**src/rtl/urv_shifter_serial.sv**
```systemverilog
// ---------------------------------------------------------------------------
// urv_shifter_serial
//
// Multi-cycle SLL/SRL/SRA unit for the small-footprint uRV core. It replaces
// the 32-bit barrel shifter with a shifter that moves the operand by at most
// g_step bit positions per clock. The pipeline is held off with busy_o while
// the operation runs.
//
// Parameters:
//   g_step            maximum shift per clock (1, 2, 4 or 8)
//
// Ports:
//   clk_i             core clock, rising edge
//   rst_n_i           asynchronous active-low reset
//   x_stall_i         pipeline stall: blocks acceptance, holds result in DONE
//   kill_i            synchronous flush, aborts any operation
//   d_valid_i         shift operation presented by decode
//   d_rs1_i           32-bit operand
//   d_shamt_i         shift amount 0..31
//   d_fun_i           funct3 (3'b001 = left, anything else = right)
//   d_shifter_sign_i  arithmetic qualifier, honoured only for funct3 3'b101
//   busy_o            high whenever the unit is not idle
//   w_valid_o         result on w_rd_o is valid
//   w_rd_o            shift result (zero unless valid)
// ---------------------------------------------------------------------------
module urv_shifter_serial #(
  parameter int g_step = 4
) (
  input  logic        clk_i,
  input  logic        rst_n_i,
  input  logic        x_stall_i,
  input  logic        kill_i,
  input  logic        d_valid_i,
  input  logic [31:0] d_rs1_i,
  input  logic [4:0]  d_shamt_i,
  input  logic [2:0]  d_fun_i,
  input  logic        d_shifter_sign_i,
  output logic        busy_o,
  output logic        w_valid_o,
  output logic [31:0] w_rd_o
);

  localparam logic [2:0] FUNC_SL = 3'b001;
  localparam logic [2:0] FUNC_SR = 3'b101;
  localparam logic [4:0] STEP    = 5'(g_step);

  // Only power-of-two steps up to 8 are supported.
  generate
    if (!(g_step == 1 || g_step == 2 || g_step == 4 || g_step == 8)) begin : g_bad_step
      $error("urv_shifter_serial: g_step must be 1, 2, 4 or 8");
    end
  endgenerate

  typedef enum logic [1:0] {
    ST_IDLE,
    ST_SHIFT,
    ST_DONE
  } state_t;

  state_t      state_q, state_d;
  logic [31:0] acc_q, acc_d;
  logic [4:0]  remain_q, remain_d;
  logic        dir_left_q, dir_left_d;
  logic        fill_q, fill_d;

  logic        accept;
  logic [4:0]  step_k;
  logic [4:0]  remain_next;
  logic [31:0] shifted;
  logic [63:0] wide_fill;
  logic [63:0] wide_shr;

  assign accept = (state_q == ST_IDLE) && d_valid_i && !x_stall_i && !kill_i;

  // One iteration of the shifter. Only the shift amounts 1..g_step are
  // decoded so the mux stays g_step wide instead of a full barrel shifter.
  // Right shifts pull in copies of fill from the upper half of wide_fill.
  always_comb begin
    step_k      = (remain_q < STEP) ? remain_q : STEP;
    remain_next = remain_q - step_k;
    wide_fill   = {{32{fill_q}}, acc_q};
    wide_shr    = wide_fill;
    shifted     = acc_q;
    for (int i = 1; i <= g_step; i++) begin
      if (step_k == 5'(i)) begin
        if (dir_left_q) begin
          shifted = acc_q << i;
        end else begin
          wide_shr = wide_fill >> i;
          shifted  = wide_shr[31:0];
        end
      end
    end
  end

  // State register and datapath flops.
  always_ff @(posedge clk_i or negedge rst_n_i) begin
    if (!rst_n_i) begin
      state_q    <= ST_IDLE;
      acc_q      <= '0;
      remain_q   <= '0;
      dir_left_q <= 1'b0;
      fill_q     <= 1'b0;
    end else begin
      state_q    <= state_d;
      acc_q      <= acc_d;
      remain_q   <= remain_d;
      dir_left_q <= dir_left_d;
      fill_q     <= fill_d;
    end
  end

  // Next-state logic. A flush wins over everything, including acceptance.
  always_comb begin
    state_d = state_q;
    if (kill_i) begin
      state_d = ST_IDLE;
    end else begin
      case (state_q)
        ST_IDLE:  if (accept) state_d = (d_shamt_i == 5'd0) ? ST_DONE : ST_SHIFT;
        ST_SHIFT: if (remain_next == 5'd0) state_d = ST_DONE;
        ST_DONE:  if (!x_stall_i) state_d = ST_IDLE;
        default:  state_d = ST_IDLE;
      endcase
    end
  end

  // Datapath updates: load on acceptance, iterate while shifting, otherwise
  // hold (which keeps the result stable while DONE is stalled).
  always_comb begin
    acc_d      = acc_q;
    remain_d   = remain_q;
    dir_left_d = dir_left_q;
    fill_d     = fill_q;
    if (accept) begin
      acc_d      = d_rs1_i;
      remain_d   = d_shamt_i;
      dir_left_d = (d_fun_i == FUNC_SL);
      fill_d     = (d_fun_i == FUNC_SR) && d_shifter_sign_i && d_rs1_i[31];
    end else if (state_q == ST_SHIFT && !kill_i) begin
      acc_d    = shifted;
      remain_d = remain_next;
    end
  end

  // Outputs decode only the state flops; the result is gated so stale
  // accumulator contents never leak onto the writeback bus.
  always_comb begin
    busy_o    = (state_q != ST_IDLE);
    w_valid_o = (state_q == ST_DONE);
    w_rd_o    = (state_q == ST_DONE) ? acc_q : 32'd0;
  end

endmodule
```
**config.mk**
```make
export PLATFORM = sky130hd
export DESIGN_NAME = urv_shifter_serial
export DESIGN_NICKNAME = d
export VERILOG_FILES = /design/src/rtl/urv_shifter_serial.sv
export SDC_FILE = /design/constraint.sdc
export NUM_CORES = 1
export LEC_CHECK = 0
export ABC_CLOCK_PERIOD_IN_PS = 6830
export CELL_PAD_IN_SITES_DETAIL_PLACEMENT = 0
export CELL_PAD_IN_SITES_GLOBAL_PLACEMENT = 1
export CORE_ASPECT_RATIO = 0.5
export CORE_MARGIN = 2
export CORE_UTILIZATION = 35
export DETAILED_ROUTE_END_ITERATION = 8
export PLACE_DENSITY = 0.77
export SETUP_SLACK_MARGIN = 0.05
export SKIP_CTS_REPAIR_TIMING = 1
export SYNTH_ARGS = -nofsm -noshare
export SYNTH_HDL_FRONTEND = slang
export SYNTH_SLANG_ARGS = --single-unit
```
**constraint.sdc**
```tcl
create_clock -name clk_i -period 6.83 [get_ports clk_i]
set_input_delay 1.0245 -clock clk_i [delete_from_list [all_inputs] [get_ports clk_i]]
set_output_delay 1.0245 -clock clk_i [all_outputs]
set_load 0.02 [all_outputs]
```
==> impl_results.md <==
* Status: finished clean
* Max Freq at about 0.29 GHz
* Top post-synthesis cells by area: dfrtp_1 (25%), a21oi_1 (11%), nand2_1 (7.6%)
* Leak at between 1.5 and 2 nW
* CP required at about 5800 ps
* Grt ovf at 0
* Initial Util at 0.366
* Overall routed net length at roughly 15,000 um
* Placed Area at just under 5000 sq um
* Post-DRT Antenna Nets at 0
* VDD IR max at between 0.00015 and 0.0002 V
* First-pass GRT wire length at about 24,000 um
* Drt via density at 6.09
* R2r setup slk at 3720 ps
* Top-area cell type share of the netlist area at 0.251
* DRT iter0 DRCs at 516
* Die area at 12,600 sq um
* RSZ-0062 raised after global routing: false
* PD cells at 406 nW/um^2
* Worst setup EP type: output port
* Nets at 632
* Post-route design area at slightly above 5000 sq um
* Final Skew at roughly 3.8 ps
* Initial antenna violation count at 0
* Ant diodes at 0
* Largest net degree at the start of global routing at 93
* Final Hold Fails at 0
* Number of global-route vias before repair at between 4,000 and 5,000
* Worst-margin pin slew at between 1000 and 1500 ps
* # clock sinks at 41
* Worst hold path startpoint: fill_q$_DFFE_PN0P_
* Period utilization at 0.509
* Hpwl dp at 9480 um
* Die Wd at 157 um
* Min-delay worst type: flip-flop to flip-flop
* Area grow syn2layout at 22.9%
* Slew HR at 0.207
* Final min period at around 3500 ps
* Share of cells above drive strength 1 at 0.0768
* #FFs+latches synth at around 40
* Max Cap Viol at 0
* Synth unique cells at 64
* # H-tree levels at 2
* Worst-path clk slew at 70 ps
* Met2 wire length at between 6000 and 7000 um
* Seq/Total Area, Yosys at 0.251
* Uppermost routed layer: met4
* Syn Inst Count at roughly 550
* I/O pin count at 80
* Worst setup path start: state_q[1]$_DFFE_PN0P_
* Crit path kind: flip-flop to output port
* Drt wl/cell at 19.8 um
* Synth area leader: dfrtp_1
* Syn. warnings at 0
* Post-Syn Nets at around 600
* Final setup viols at 0
* Min-Delay Path Depth at 2
* Worst setup SP type: flip-flop
* Worst hold margin at about 570 ps
* # DRC at 0
* Placer congestion estimate at ~0.84
* CTS tree: built
* Crit path DAT at ~2500 ps
* DRT Pass-1 Iters at 6
* Synth Cell Area at 4090 sq um
* Final setup TNS at 0 ps
* GRT Util Overall at 0.242
* M1 WL at about 7000 um
* Die height at 80.4 um
* Worst R2R Path Depth at 5
* Met3 wire length at 1390 um
* Layout fillers at about 1,100
* Vias at about 4,500
* CP Max Fanout at 18
* Cell Rows at 27
* Final Slew Violations at 0
* Core area at 11,200 sq um
* Clk Latency, worst-skew pair at 290 ps
* Bufs on Longest Clock Path at 2
* PortBufs at 79
* Synth async-reset ratio at 1.00
* Number of buffers created by CTS at 5
* Worst r2r src: remain_q[4]$_DFFE_PN0P_
* Top FF cell, synth: dfrtp_1
* Mean area per synthesized cell at between 7 and 8 sq um
* Power Total at 0.00204 W
* Post-synth EDFFs at 0
* CTS root buffer: clkbuf_16
-- power breakdown --
part | leakage, nW | internal [W] | total, W | switching [W]
logic | 1.28 | 0.000486 | 0.00121 | 0.000720
clock network | 0.0696 | 0.000135 | 0.000248 | 0.000114
registers | 0.528 | 0.000341 | 0.000589 | 0.000248
-- worst paths after layout --
kind	to
min in group asynchronous	acc_q[16]$_DFFE_PN0P_
hold / removal	fill_q$_DFFE_PN0P_
setup reg to reg	acc_q[4]$_DFFE_PN0P_
max in group asynchronous	dir_left_q$_DFFE_PN0P_
setup / recovery	w_rd_o[15]
hold reg to reg	fill_q$_DFFE_PN0P_
-- Yosys cell counts (5+ instances only) --
| library cell | count |
|---|---|
| nor3_1 | 8 |
| inv_1 | 6 |
| o221ai_1 | 17 |
| nor2b_1 | 15 |
| clkbuf_1 | 41 |
| o21ai_0 | 34 |
| dfrtp_1 | 41 |
| a21oi_1 | 86 |
| buf_2 | 8 |
| a31oi_1 | 8 |
| nor2_1 | 18 |
| mux2i_1 | 22 |
| o31ai_1 | 6 |
| a311oi_1 | 6 |
| a221oi_1 | 5 |
| and2_1 | 34 |
| nand3_1 | 19 |
| mux4_2 | 7 |
| nand2_1 | 83 |
| a211oi_1 | 11 |
-- registers in the layout, indices dropped and copies added (netlist names) --
register    cells
acc_q          32
remain_q        5
state_q         2
dir_left_q      1
fill_q          1
-- layout make-up --
type	count	area (sq um)	share of cell area
clock buffers	5	125	0.0249
repair buffers	89	861	0.171
multi-input cells	442	2780	0.552
inverters	6	22.5	0.00448
flip-flops and latches	41	1030	0.204
well taps	159	199	0.0396
clock inverters	3	17.5	0.00348
-- critical path: stages (launching register included) --
cell,delay (ps)
dfrtp_1,450
nor2b_2,570
buf_4,340
and2_1,180
clkdlybuf4s50_1,610
-- routing by layer --
layer,track usage,up-vias
met3,0.0443,11
met5,0,-
li1,-,2110
met4,0.0431,0
met1,0.365,2173
met2,0.360,241
-- placed cells by master, fill, tap and decap left out, drive strengths merged, types with 11 or more instances in the layout --
master	Yosys	final
o21ai	37	37
o221ai	17	17
and2	35	35
clkdlybuf4s50	0	78
nand2	84	84
dfrtp	41	41
nor2b	15	15
nor2	19	19
a211oi	11	11
nand3	19	19
mux2i	22	22
a21oi	87	87
buf	17	11
-- metrics by stage --
step	setup slack, ps	utilization	instances
final	3360	0.450	745
after detailed placement	3250	0.437	737
after floorplan	4130	-	548
after CTS	3330	0.450	745
after global routing	3180	0.450	745
after global placement	3290	0.437	737
-- cells by family (layout without fill, tap and decap cells) --
family | after synthesis | in the layout | synth area share
compound gates | 208 | 208 | 0.322
simple gates | 199 | 199 | 0.247
buf+inv | 65 | 103 | 0.0725
flops | 41 | 41 | 0.251
mux | 33 | 33 | 0.103
fa+ha+maj | 1 | 1 | 0.00306
other cells | 1 | 1 | 0.000917
Note: power is estimated with default switching activity, not from simulation.
